<file path="config.mk">
export PLATFORM = sky130hd
export DESIGN_NAME = uart_tx_fifo
export DESIGN_NICKNAME = d
export VERILOG_FILES = /design/src/rtl/uart_tx_fifo.sv
export SDC_FILE = /design/constraint.sdc
export NUM_CORES = 1
export LEC_CHECK = 0
export CAP_MARGIN = 10
export CORE_MARGIN = 2
export CORE_UTILIZATION = 50
export DETAILED_ROUTE_END_ITERATION = 7
export PLACE_DENSITY = 0.66
export SLEW_MARGIN = 20
export SYNTH_ARGS = -nofsm -noshare
export SYNTH_HDL_FRONTEND = slang
export SYNTH_SLANG_ARGS = --single-unit
</file>
<file path="constraint.sdc">
create_clock -name clk -period 8.7 [get_ports clk]
set_clock_uncertainty 0.2 [all_clocks]
set_input_delay 0.87 -clock clk [delete_from_list [all_inputs] [get_ports clk]]
set_output_delay 0.87 -clock clk [all_outputs]
set_load 0.01 [all_outputs]
</file>
<file path="src/rtl/uart_tx_fifo.sv">
// Byte FIFO feeding the uart transmitter: first-word-fall-through head on txdin/txgo, pop on txgo & txrdy.
// Optional sticky overflow flag enabled by defining UART_TXFIFO_OVF_EN.
module uart_tx_fifo #(
    parameter int unsigned AW = 4
) (
    input  logic          clk,
    input  logic          rst,
    input  logic          wr_en,
    input  logic [7:0]    wr_data,
    input  logic          flush,
    input  logic          ovf_clr,
    output logic          full,
    output logic          empty,
    output logic [AW:0]   level,
    output logic          ovf,
    output logic [7:0]    txdin,
    output logic          txgo,
    input  logic          txrdy
);

    localparam int unsigned DEPTH = 1 << AW;
    localparam logic [AW:0] FULL_CNT = {1'b1, {AW{1'b0}}};

    logic [7:0]    mem_q [DEPTH];
    logic [AW-1:0] rd_ptr_q, rd_ptr_d;
    logic [AW-1:0] wr_ptr_q, wr_ptr_d;
    logic [AW:0]   count_q, count_d;
    logic          push, pop, mem_we, ovf_event;

    always_comb begin
        full      = (count_q == FULL_CNT);
        empty     = (count_q == '0);
        level     = count_q;
        txgo      = ~empty;
        txdin     = mem_q[rd_ptr_q];
        push      = wr_en & ~full;
        pop       = txgo & txrdy;
        ovf_event = wr_en & full & ~flush;

        rd_ptr_d  = rd_ptr_q;
        wr_ptr_d  = wr_ptr_q;
        count_d   = count_q;
        mem_we    = 1'b0;

        // A pop coinciding with flush still hands its byte to the uart; the FIFO just empties.
        if (flush) begin
            rd_ptr_d = '0;
            wr_ptr_d = '0;
            count_d  = '0;
        end else begin
            if (push) begin
                mem_we   = 1'b1;
                wr_ptr_d = wr_ptr_q + 1'b1;
            end
            if (pop) begin
                rd_ptr_d = rd_ptr_q + 1'b1;
            end
            if (push && !pop) begin
                count_d = count_q + 1'b1;
            end else if (pop && !push) begin
                count_d = count_q - 1'b1;
            end
        end
    end

    always_ff @(posedge clk) begin
        if (rst) begin
            rd_ptr_q <= '0;
            wr_ptr_q <= '0;
            count_q  <= '0;
        end else begin
            rd_ptr_q <= rd_ptr_d;
            wr_ptr_q <= wr_ptr_d;
            count_q  <= count_d;
        end
    end

    // Storage is intentionally not reset.
    always_ff @(posedge clk) begin
        if (mem_we) begin
            mem_q[wr_ptr_q] <= wr_data;
        end
    end

`ifdef UART_TXFIFO_OVF_EN
    logic ovf_q, ovf_d;

    always_comb begin
        ovf_d = ovf_q;
        if (ovf_clr) begin
            ovf_d = 1'b0;
        end
        if (ovf_event) begin
            ovf_d = 1'b1;
        end
    end

    always_ff @(posedge clk) begin
        if (rst) begin
            ovf_q <= 1'b0;
        end else begin
            ovf_q <= ovf_d;
        end
    end

    assign ovf = ovf_q;
`else
    logic unused_ovf;
    assign unused_ovf = ovf_clr ^ ovf_event;
    assign ovf        = 1'b0;
`endif

endmodule

</file>
Word level (Yosys, flattened, before mapping)
Memories as Yosys holds them, arrays and structs flattened. A register that Yosys moved wholly into a read port is not among the register bits.
Cells that the tools add are included.
- bits in registers: 13
- memory bits (writable): 128
- input bits: 14
- word-level logic and storage cells: 28
- memories: 1
- memory list (memory ; depth ; width ; rd ports ; clocked after Yosys merged registers in ; write ports ; line ; RTL):
    mem_q ; 16 ; 8 ; 1 ; 1 ; 1 ; 24 ; logic [7:0] mem_q [DEPTH];
- $add $sub $neg: 4
- equality and inequality tests: 1
- multiplexer cells: 8
- bitwise gates (word level): 4
- reduce and logical (&&, ||, !) cells: 7
- operator list (cell ; number):
    $mux W5 ; 2
    $add A4 B1 Y4 const B ; 2
    $mux W4 ; 2
    $add A5 B1 Y5 const B ; 1
    $eq A5 B5 Y1 const B ; 1
    $logic_not A5 Y1 ; 1
    $sub A5 B1 Y5 const B ; 1
    $mux W1 ; 4
    $and A1 B1 Y1 ; 2
    $logic_and A1 B1 Y1 ; 2
    $logic_not A1 Y1 ; 2
    $not A1 Y1 ; 2
    $reduce_bool A2 Y1 ; 1
    $reduce_or A2 Y1 ; 1

Logic depth before layout (Yosys ltp)
- word-level depth: 7
- gate-level depth with buffers: 10
- mapped depth without buffers: 9

Least setup slack after synthesis
No wires, ideal clock.
- path type: input to register
- from: input wr_en
- to: register count_q[3], in the netlist level[3]
- library setup time: 0.127 ns
- arrival time: 2.584 ns
- slack: 5.789 ns
- stages: 8
- buffers on the path: 0
- path through: a21boi_1 > ha_1 > inv_1 > ha_1 > a21o_2 > a21oi_1 > nor4_1 > or3_1
- longest elaborated chain between the ends: 4
- elaborated cells between the ends (all ways): 6
- those cells by class: 1 x mux; 1 x bitwise; 4 x reduce/logical
- ends and longest elaborated chain (item ; line ; RTL):
    start: declaration ; 8 ; input logic wr_en,
    $and A1 B1 Y1 * ; 36 ; push = wr_en & ~full;
    $logic_not A1 Y1 ; 60 ; end else if (pop && !push) begin
    $logic_and A1 B1 Y1 ; 60 ;
    $reduce_bool A2 Y1 (no line) ; n/a ;
    end signal: assignment ; 74 ; count_q <= count_d;
    end: declaration ; 27 ; logic [AW:0] count_q, count_d;
Every way passes the cells marked *; elsewhere a longest branch is shown, timed or not.
A chain may end at the register's enable or synchronous reset.

==> metrics.txt <==
Setup Fix Bufs, Post-CTS=0; hold path depth=2; Mapped Cells=314; total of max-cap violations=0; crit path launch type=flip-flop; DR DRC count=0; Worst Tran Pin Value=0.928 ns; First DRT Iteration DRCs=120; Via-to-Cell Ratio=5.63; vias=2,839; GRT met3 Usage=4.54%; P per Cell Area=251 mW/mm²; Starting Density=50.8%; worst-case clock buffer depth=2; row cnt=39; FF-to-FF path depth=9; post-synth cell types=36; die width=111 µm; Resized cells post-CTS=0; CP Max Fanout=32; Required @ worst endpoint=7.63 ns; NumNets Final=372; Overall Power=1.69 mW; CTS Sinks=145; GR Util All Layers=18.6%; post-DP HPWL=6.77 mm; CTS Root Cell=clkbuf_16; Yosys top cell area share=66.8%; Syn. warnings=0; Max Freq=260 MHz; reg2reg start=level[0]; fraction of registers with async set/reset=0%; Max-slew headroom=37.9%; Crit path depth=5; H-tree depth=4; largest net degree at the start of global routing=33; Hold Crit Start=rd_ptr_q[3]; Antenna Nets Post-Route=0; Post-synth EDFFs=128; Num CTS Buffers=17; multi-input combinational cell area=0.00148 mm²; Hold Path Class=reg2reg; first-pass GRT wire length=16.8 mm; die height=111 µm; initial antenna violation count=0; CP delay by family, top=buffers and inverters; routed len/inst=20.9 µm; critical-path cell list=buf_4 -> mux4_2 -> a22oi_1 -> nand2_1 -> clkdlybuf4s50_1; clock tree from TritonCTS=yes; IO buf count=28; Clock Pin Slew Worst Setup and Hold Paths=0.06 ns; Post-Syn Nets=338; Worst Path Buf+Inv=2; Post-synth top cells=edfxtp_1, nor2_1, mux4_2, dfxtp_1, a22oi_1; final cycle utilization of the critical path=44.2%; register area=0.00419 mm²; unrepaired setup endpoints after global routing=no; WS Path Type=reg2out; die footprint=0.0124 mm²; Most used DFF post-synth=edfxtp_1; io pins=31; met1 track demand over resource=26.2%; vias in the first global route=2,930; # setup viols final=0; Clk Latency, worst-skew pair=0.42 ns; worst hold margin=0.353 ns; Layout area overhead=17.2%; Tmin final=3.85 ns; CP max-delay cell=mux4_2; setup TNS=0 ns; status=finished clean; placed inst area=0.00616 mm²; fillers=864; register-to-register setup slack=5.61 ns; Design Area, Final=0.00674 mm²; Crit. End Element=output pin; ratio of cells with drive above 1 in the final layout=19.9%; GR peak layer=met2; grt ovf=0; leakage power=2.20 nW; syn_area_per_cell=18.3 µm²; ant diodes=0; Final Hold Fails=0; Post-Syn Area=0.00575 mm²; worst path arrival time=2.78 ns; CTS Hold Bufs=0; reg-to-reg endpoint=level[3]; main area contributors after synthesis=edfxtp_1, mux4_2, dfxtp_1, nor2_1, a22oi_1; pins over their slew limit=0; cell taking the most area after synthesis=edfxtp_1; Synth Register Bits=145; met2 usage=28.7%; most common cell in the netlist=edfxtp_1; core area=0.0113 mm²; VDD IR-drop max=158 µV; Routability Congestion=0.733; Post-Route WL=10.5 mm; sequential-to-total area share from yosys stat=72.7%; drt first pass iters=5; CP max stage delay=0.58 ns
==> logic make-up after synthesis <==
kind of cell    Yosys count  synth area share [%]
flops                   145                  72.7
simple gates             66                  5.03
mux                      35                  13.1
compound gates           29                  4.11
buf+inv                  20                  1.48
fa+ha+maj                10                  2.31
xor+xnor                  8                  1.22
other cells               1                0.0652
==> how the worst max path moves through the flow <==
stage               from        to
6_report       flip-flop  txdin[2]
5_1_grt        flip-flop  txdin[2]
4_1_cts        flip-flop  txdin[2]
3_5_place_dp       wr_en  level[3]
3_3_place_gp       wr_en  level[3]
2_1_floorplan      wr_en  level[3]
==> stage by stage <==
step	setup WS, ns	cells	util (%)
3_3_place_gp	4.98	472	54.4
6_report	4.85	504	59.5
4_1_cts	4.77	504	59.5
2_1_floorplan	5.79	314	-
5_1_grt	4.65	504	59.5
3_5_place_dp	4.95	472	54.4
==> tightest hold or removal path: stages (launching register included) <==
cell and delay, ns:
dfxtp_1 0.34, xor2_1 0.07, nor2_1 0.11
==> power by group <==
part | switching (mW) | total, mW | internal (mW)
logic | 0.108 | 0.209 | 0.100
registers | 0.0119 | 0.781 | 0.769
clock network | 0.299 | 0.701 | 0.403
total | 0.419 | 1.69 | 1.27
==> registers in the layout, indices dropped and copies added (netlist names), named ones only <==
name and flops:
rd_ptr_q 4, mem_q 128, wr_ptr_q 4, level 5
==> area by class of cell <==
class,instances,area share (%)
inverter,5,0.278
tap,143,2.66
clock buffer,17,6.31
timing repair buffer,30,4.38
sequential,145,62.1
clock inverter,15,2.27
multi-input combinational,149,22.0
==> layout by cell type (no fill, tap or decap), types with 2 or more instances in the layout <==
master,count
a21oi_1,3
nor2b_1,2
inv_8,4
inv_6,2
nand2_1,15
inv_1,5
a22oi_1,16
or3_1,2
clkinvlp_4,2
clkinv_2,2
nor4_1,2
clkdlybuf4s50_1,28
nor2_1,36
clkbuf_16,17
mux2i_1,3
xor2_1,6
nand3_1,2
xnor2_1,2
mux4_2,32
buf_4,2
and3_1,2
edfxtp_1,128
o211ai_1,3
clkinv_4,4
ha_1,9
dfxtp_1,16
==> routing by layer <==
metal | share of wire (%) | vias to the layer above
li1 | - | 1315
met1 | 44 | 1430
met2 | 49 | 79
met3 | 6.2 | 15
met4 | 1.4 | 0
met5 | 0 | -
(Power assumes the default switching activity.)
